`config.mk`:
```
export PLATFORM = sky130hd
export DESIGN_NAME = time_compare_sequencer
export DESIGN_NICKNAME = d
export VERILOG_FILES = /design/src/rtl/time_compare_sequencer.sv
export SDC_FILE = /design/constraint.sdc
export NUM_CORES = 1
export LEC_CHECK = 0
export CAP_MARGIN = 25
export CORE_MARGIN = 10
export CORE_UTILIZATION = 51
export CTS_CLUSTER_SIZE = 10
export DETAILED_ROUTE_END_ITERATION = 8
export HOLD_SLACK_MARGIN = 0.1
export PLACE_DENSITY = 0.82
export SLEW_MARGIN = 20
export SYNTH_ARGS = -nofsm -noshare
export SYNTH_HDL_FRONTEND = slang
export SYNTH_SLANG_ARGS = --single-unit
```
`constraint.sdc`:
```
create_clock -name clk -period 3 [get_ports clk]
set_clock_uncertainty 0.05 [all_clocks]
set_input_delay 0.3 -clock clk [delete_from_list [all_inputs] [get_ports clk]]
set_output_delay 0.3 -clock clk [all_outputs]
set_load 0.01 [all_outputs]
```
`src/rtl/time_compare_sequencer.sv`:
```
// time_compare_sequencer: scans two packed BCD values MSD-first through an external digit comparator; EARLY_EXIT_EN stops at the first deciding digit
module time_compare_sequencer #(
  parameter int DIGITS = 6
) (
  input  logic                  clk,
  input  logic                  rst,
  input  logic                  start,
  input  logic [4*DIGITS-1:0]   time_a,
  input  logic [4*DIGITS-1:0]   time_b,
  output logic                  busy,
  output logic                  done,
  output logic                  gt,
  output logic                  eq,
  output logic                  lt,
  output logic                  err,
  output logic [3:0]            cmp_a,
  output logic [3:0]            cmp_b,
  output logic                  cmp_en,
  input  logic                  cmp_l,
  input  logic                  cmp_e,
  input  logic                  cmp_r
);
  localparam int IW = DIGITS > 1 ? $clog2(DIGITS) : 1;
  typedef enum logic [1:0] {IDLE, SCAN, DONE} state_t;
  state_t              state_q, state_d;
  logic [IW-1:0]       idx_q, idx_d;
  logic [4*DIGITS-1:0] a_q, a_d, b_q, b_d;
  logic                gt_q, gt_d, eq_q, eq_d, lt_q, lt_d, err_q, err_d, dec_q, dec_d;
  logic                perr, last, early;
`ifdef EARLY_EXIT_EN
  assign early = 1'b1;
`else
  assign early = 1'b0;
`endif
  always_comb begin
    state_d = state_q;
    idx_d   = idx_q;
    a_d     = a_q;
    b_d     = b_q;
    gt_d    = gt_q;
    eq_d    = eq_q;
    lt_d    = lt_q;
    err_d   = err_q;
    dec_d   = dec_q;
    last    = 1'b0;
    cmp_en  = state_q == SCAN;
    busy    = cmp_en;
    done    = state_q == DONE;
    cmp_a   = cmp_en ? a_q[4*idx_q +: 4] : 4'd0;
    cmp_b   = cmp_en ? b_q[4*idx_q +: 4] : 4'd0;
    perr    = cmp_en & ~$onehot({cmp_l, cmp_e, cmp_r});
    if (state_q == SCAN) begin
      if (perr) begin
        err_d = 1'b1;
        dec_d = 1'b1;
      end else if (!dec_q && cmp_l) begin
        gt_d  = 1'b1;
        dec_d = 1'b1;
      end else if (!dec_q && cmp_r) begin
        lt_d  = 1'b1;
        dec_d = 1'b1;
      end
      last  = idx_q == '0 || (early && dec_d);
      idx_d = idx_q - 1'b1;
      if (last) begin
        // an error anywhere in the scan voids the magnitude result
        state_d = DONE;
        gt_d    = gt_d & ~err_d;
        lt_d    = lt_d & ~err_d;
        eq_d    = ~dec_d & ~err_d;
      end
    end else if (start) begin
      state_d = SCAN;
      a_d     = time_a;
      b_d     = time_b;
      idx_d   = IW'(DIGITS - 1);
      gt_d    = 1'b0;
      eq_d    = 1'b0;
      lt_d    = 1'b0;
      err_d   = 1'b0;
      dec_d   = 1'b0;
    end else if (state_q == DONE) begin
      state_d = IDLE;
    end
  end
  always_ff @(posedge clk) begin
    if (rst) begin
      state_q <= IDLE;
      idx_q   <= '0;
      a_q     <= '0;
      b_q     <= '0;
      gt_q    <= 1'b0;
      eq_q    <= 1'b0;
      lt_q    <= 1'b0;
      err_q   <= 1'b0;
      dec_q   <= 1'b0;
    end else begin
      state_q <= state_d;
      idx_q   <= idx_d;
      a_q     <= a_d;
      b_q     <= b_d;
      gt_q    <= gt_d;
      eq_q    <= eq_d;
      lt_q    <= lt_d;
      err_q   <= err_d;
      dec_q   <= dec_d;
    end
  end
  assign gt  = gt_q;
  assign eq  = eq_q;
  assign lt  = lt_q;
  assign err = err_q;
endmodule

```
# Yosys cells after proc, flatten, opt, wreduce, memory -nomap -nowiden
# Cells that the tools add are included.
dict set report totals {
  reg_bits 58
  wordCells 65
  in_bits 54
  out_inout_bits 15
}
dict set report op_classes {
  n_eq_ne 4
  reduce_logical 9
  bitwise 8
  shifts 2
  add_sub_neg 3
  muxes 30
}
# op count
set op_table {}
lappend op_table {{$shiftx A24 B6 Y4} 2}
lappend op_table {{$mux W1} 22}
lappend op_table {{$mux W2} 4}
lappend op_table {{$mux W4} 2}
lappend op_table {{$mux W3} 2}
lappend op_table {{$reduce_and A2 Y1} 3}
lappend op_table {{$and A1 B1 Y1} 4}
lappend op_table {{$eq A2 B1 Y1 const B} 2}
lappend op_table {{$not A1 Y1} 4}
lappend op_table {{$logic_not A3 Y1} 1}
lappend op_table {{$reduce_bool A3 Y1} 1}
lappend op_table {{$sub A3 B1 Y3 const B} 1}
lappend op_table {{$add A1 B1 Y2} 1}
lappend op_table {{$add A2 B1 Y2} 1}
lappend op_table {{$eq A2 B2 Y1 const B} 1}
lappend op_table {{$logic_and A1 B1 Y1} 2}
lappend op_table {{$ne A2 B1 Y1 const B} 1}
lappend op_table {{$reduce_bool A2 Y1} 1}
lappend op_table {{$logic_not A1 Y1} 1}

# Depth between registers and ports, before layout
# Gate-level depths: netlist (run 1).
dict set report depth {
  word_depth 11
  depth_mapped 7
}

# Worst setup path before layout (run 1)
# OpenSTA, ideal clock, no wires.
dict set report synth_timing {
  path_kind {reg-to-reg}
  startpoint {register idx_q[0]}
  endpoint {register eq_q (netlist: eq)}
  stages_incl_launch_ff 7
  setup_time_ps 60
  setup_slack_ps 1121
  t_arrival_ps 1769
  path_cell_list {dfxtp_1 > buf_1 > inv_1 > ha_1 > and4bb_4 > a2111oi_0 > a31o_1}
}
dict set report synth_via {
  elab_chain_len 3
}
# item line
set synth_rtl {}
lappend synth_rtl {{start: declaration} 26} ;# logic [IW-1:0] idx_q, idx_d;
lappend synth_rtl {{start signal: assignment} 99} ;# idx_q <= idx_d;
lappend synth_rtl {{$logic_not A3 Y1} 63} ;# last = idx_q == '0 || (early && dec_d);
lappend synth_rtl {{$ne A2 B1 Y1 (no source line)} --}
lappend synth_rtl {{$reduce_and A2 Y1 (no source line)} --}
lappend synth_rtl {{end signal: assignment} 103} ;# eq_q <= eq_d;
lappend synth_rtl {{end: declaration} 28} ;# logic gt_q, gt_d, eq_q, eq_d, lt_q, lt_d, err_q, err_d, dec_q, dec_d;
# Every way passes these cells.
# A chain may end at the register's enable or synchronous reset.

# Worst setup path in the final report (run 1)
dict set report layout_timing {
  startpoint {register idx_q[2]}
  endpoint {output port cmp_a[2]}
}
dict set report layout_via {
  elab_chain_len 2
}
# item line
set layout_rtl {}
lappend layout_rtl {{$shiftx A24 B6 Y4} 49} ;# cmp_a = cmp_en ? a_q[4*idx_q +: 4] : 4'd0;
lappend layout_rtl {{$mux W4} 49}
lappend layout_rtl {{end: declaration} 16} ;# output logic [3:0] cmp_a,
# Every way passes these cells.

==> summary.md, run 1 <==
| Metric | Value |
|---|---|
| Outcome | complete, no violations |
| Crit path time final | 2700 ps |
| Count of flip-flops with a built-in enable after synthesis | 0 |
| Layout overhead on the synthesized area | 30.3% |
| Number of global-route vias before repair | between 2000 and 2500 |
| Buffers & Inverters on Critical Path | 1 |
| Largest stage delay, worst path | 700 ps |
| CTS Root Buffer Type | sky130_fd_sc_hd__clkbuf_8 |
| R2R depth | 6 |
| Core area | 5200 µm² |
| Sum Neg Setup Slack | 0 ps |
| TritonCTS clock tree | done |
| TritonCTS sink count | 58 |
| Width of the die | 93.9 µm |
| Type of the worst min-delay path | in2reg |
| Main flop type after synthesis | sky130_fd_sc_hd__dfxtp_1 |
| Ys Warns | 0 |
| Reg2reg setup slack | ~1100 ps |
| Pin count of the biggest net entering global routing | 59 |
| #FFs+latches synth | 58 |
| Count of pins over their slew limit | 0 |
| Final setup violation count | 0 |
| Net count, final | 430 |
| H-tree Lvls | 3 |
| Dominant cells by area after synthesis | sky130_fd_sc_hd__dfxtp_1, sky130_fd_sc_hd__a21oi_1, sky130_fd_sc_hd__mux2i_1, sky130_fd_sc_hd__nand3_1, sky130_fd_sc_hd__o21ai_1 |
| GRT busiest layer | met2 |
| Number of instances in the synthesized netlist | ~320 |
| Cts-stage hold buffer count | 0 |
| Crit path cell chain | or4b_1 -> o22a_1 -> o21ai_2 -> clkdlybuf4s50_1 |
| Crit path capture type | primary output |
| Number of vias in the routed layout | around 2600 |
| Number of detailed-routing iterations run before antenna repair | 6 |
| Number of nets produced by synthesis | roughly 380 |
| Filler Cell Count | between 400 and 500 |
| Startpoint of the lowest-slack hold path | rst |
| Final Cycle Share | 0.900 |
| Antenna violations before repair | 0 |
| Number of design rule violations left after detail routing | 0 |
| Slew of the pin with the lowest slew margin | roughly 860 ps |
| Cell type group with the largest total delay on the critical path | simple AND/OR/NAND/NOR gates |
| Top cell type's share of synthesized area | 0.417 |
| Largest fanout of any net on the critical path | 8 |
| Setup repair after global routing missed its margin | false |
| CTS max path bufs | 2 |
| R2R Path End | eq$_SDFFE_PP0P_ |
| Quantity of I/O buffers inserted on ports | ~70 |
| Initial standard-cell utilization of the core | 0.535 |
| Reg clk slew, reported paths | roughly 70 ps |
| Post-CTS Setup Inserts | 0 |
| Post-Route Utilization | 0.697 |
| Highest ir drop seen on vdd | approximately 450 µV |
| Number of cells traversed by the worst hold path | 2 |
| Cell Rows | 26 |
| Signal arrival time at the worst endpoint | approximately 2400 ps |
| Sequential share of the synthesized area | 0.417 |
| Total power density per cell area | between 500 and 600 nW/µm² |
| Overall routing resource usage | 0.166 |
| Max-cap check violation count | 0 |
| Gates resized, CTS repair | 0 |
| Most frequently used cell type in the post-synthesis netlist | sky130_fd_sc_hd__dfxtp_1 |
| Iteration-0 DRC Markers | roughly 110 |
| Slowest cell on the critical path | sky130_fd_sc_hd__or4b_1 |
| Syn Area/Cell | approximately 8.6 µm² |
| Req. time, crit path | between 2000 and 3000 ps |
| HPWL after DPL | 4.96 mm |
| Top cell type by total area after synthesis | sky130_fd_sc_hd__dfxtp_1 |
| Final wirelength | approximately 7.5 mm |
| Wire length per cell after detailed routing | 16.7 µm |
| Post-synthesis async set-or-reset flop share | 0 |
| Startpoint-to-endpoint class of the critical path | reg2out |
| Static leakage power | ~1.2 nW |
| Hold violation total from the final report | 0 |
| Post-route worst hold slack | 287 ps |
| Later-pin clock latency in the skew report | around 330 ps |
| Reg-to-reg critical path startpoint | idx_q[0]$_SDFFE_PP0N_ |
| GR Util met3 | 0.0424 |
| Kind of start point of the critical path | flop |
| Die span in y | around 94 µm |
| Most frequent cells after synthesis | sky130_fd_sc_hd__dfxtp_1, sky130_fd_sc_hd__a21oi_1, sky130_fd_sc_hd__nand3_1, sky130_fd_sc_hd__o21ai_1, sky130_fd_sc_hd__mux2i_1 |
| Layout cell share with drive strength beyond 1 | 0.103 |
| Antenna Diode Count | 0 |
| Worst-case headroom to the max-slew limit | 0.428 |
| Routing usage on met2 | 0.266 |
| Endpoint of the worst hold path | b_q[11]$_SDFFE_PP0P_ |
| Antenna Violating Nets Remaining | 0 |
| Count of unique library cells instantiated by Yosys | 36 |
| Num CTS Buffers | 9 |
| Via density | about 5.8 |
| Mapped Area | 2780 µm² |
| Final Wtd Congestion | 0.848 |
| Wire length of the first global-routing pass | ~12 mm |
| Fmax | about 370 MHz |
| Top Ports | between 60 and 70 |
| Floorplan die area | ~8800 µm² |
| Grt total ovfl | 0 |
| Met1 Usage GRT | 0.208 |
==> worst max path at each step <==
stage                                      from               to  cells past startpoint
after floorplan           idx_q[0]$_SDFFE_PP0N_  eq$_SDFFE_PP0P_                      6
after global placement    idx_q[0]$_SDFFE_PP0N_         cmp_b[2]                      4
after detailed placement                  cmp_l  lt$_SDFFE_PP0N_                      5
after CTS                 idx_q[2]$_SDFFE_PP0N_         cmp_a[2]                      4
after global routing      idx_q[0]$_SDFFE_PP0N_         cmp_b[2]                      4
final                     idx_q[2]$_SDFFE_PP0N_         cmp_a[2]                      4
==> cell families (layout without fill, tap and decap cells) <==
family / Yosys count / in the layout / synth area share
flops: 58 / 58 / 0.417
compound gates: 127 / 127 / 0.262
mux: 25 / 25 / 0.0899
buf+inv: 42 / 98 / 0.0769
simple gates: 67 / 67 / 0.138
fa+ha+maj: 3 / 3 / 0.0162
==> report_power, final <==
group / leakage [nW] / switching, mW / total, mW / internal (mW)
combinational: 0.657 / 0.189 / 0.357 / 0.169
clock: 0.116 / 0.301 / 0.785 / 0.484
sequential: 0.476 / 0.0333 / 0.855 / 0.822
==> placed cells by master (no fill, tap or decap) <==
cell                              count
sky130_fd_sc_hd__clkbuf_8            10
sky130_fd_sc_hd__buf_2                2
sky130_fd_sc_hd__a31oi_1              1
sky130_fd_sc_hd__dfxtp_1             58
sky130_fd_sc_hd__o21ai_1             49
sky130_fd_sc_hd__clkinv_2             4
sky130_fd_sc_hd__a2111oi_0            1
sky130_fd_sc_hd__a221oi_1             2
sky130_fd_sc_hd__or4b_1               1
sky130_fd_sc_hd__nand3_1             49
sky130_fd_sc_hd__nor2b_1              2
sky130_fd_sc_hd__or4bb_1              1
sky130_fd_sc_hd__or3b_1               1
sky130_fd_sc_hd__nor2_1               1
sky130_fd_sc_hd__nand2b_2             1
sky130_fd_sc_hd__nand2b_1             2
sky130_fd_sc_hd__a21oi_1             52
sky130_fd_sc_hd__o22a_1               8
sky130_fd_sc_hd__buf_4                7
sky130_fd_sc_hd__nor3b_1              2
sky130_fd_sc_hd__nor3_1               4
sky130_fd_sc_hd__a211oi_1             1
sky130_fd_sc_hd__inv_1                4
sky130_fd_sc_hd__a32o_1               2
sky130_fd_sc_hd__o21ai_2              8
sky130_fd_sc_hd__nand3_4              1
sky130_fd_sc_hd__inv_2                3
sky130_fd_sc_hd__nand2_1              1
sky130_fd_sc_hd__ha_1                 2
sky130_fd_sc_hd__clkdlybuf4s50_1     66
sky130_fd_sc_hd__and4bb_4             1
sky130_fd_sc_hd__mux2i_1             25
sky130_fd_sc_hd__a31o_1               2
sky130_fd_sc_hd__fa_1                 1
sky130_fd_sc_hd__bufinv_16            2
sky130_fd_sc_hd__o31ai_1              1
==> metrics by stage <==
stage	power, mW	area (µm²)	cells	setup slack [ps]
after global placement	1.22	3410	432	689
after global routing	2.08	3630	448	195
final	2.00	3630	448	301
after floorplan	1.10	2780	322	1120
after CTS	2.00	3630	448	307
after detailed placement	1.23	3410	432	590
==> worst register-to-register path: stages (launching register included) <==
cell	delay [ps]
sky130_fd_sc_hd__dfxtp_1	440
sky130_fd_sc_hd__buf_4	240
sky130_fd_sc_hd__inv_1	80
sky130_fd_sc_hd__ha_1	230
sky130_fd_sc_hd__and4bb_4	220
sky130_fd_sc_hd__a2111oi_0	440
sky130_fd_sc_hd__a31o_1	150
==> sequential cells by signal (all words and copies together), names as in the netlist, 2 cells and up <==
signal and count:
idx_q 3, state_q 2, a_q 24, b_q 24
==> area by class of cell <==
cell class,instances,area [µm²],area share
Clock buffer,10,138,0.0379
Clock inverter,6,80.1,0.0221
Inverter,7,26.3,0.00724
Multi-Input combinational cell,222,1410,0.389
Sequential cell,58,1160,0.320
Tap cell,70,87.6,0.0241
Timing Repair Buffer,75,723,0.199
==> metal layers <==
metal,part of all wire,up-vias
li1,-,1286
met1,0.44,1191
met2,0.48,95
met3,0.067,9
met4,0.012,0
met5,0,-
Power figures use the tool's default switching activity.
==> run 2: changes to the inputs <==
Settings changed: CAP_MARGIN 25 to not set, TNS_END_PERCENT set to 50.
==> results of run 2 <==
Same layout as run 1: the final DEF is identical, and so are final timing and power.
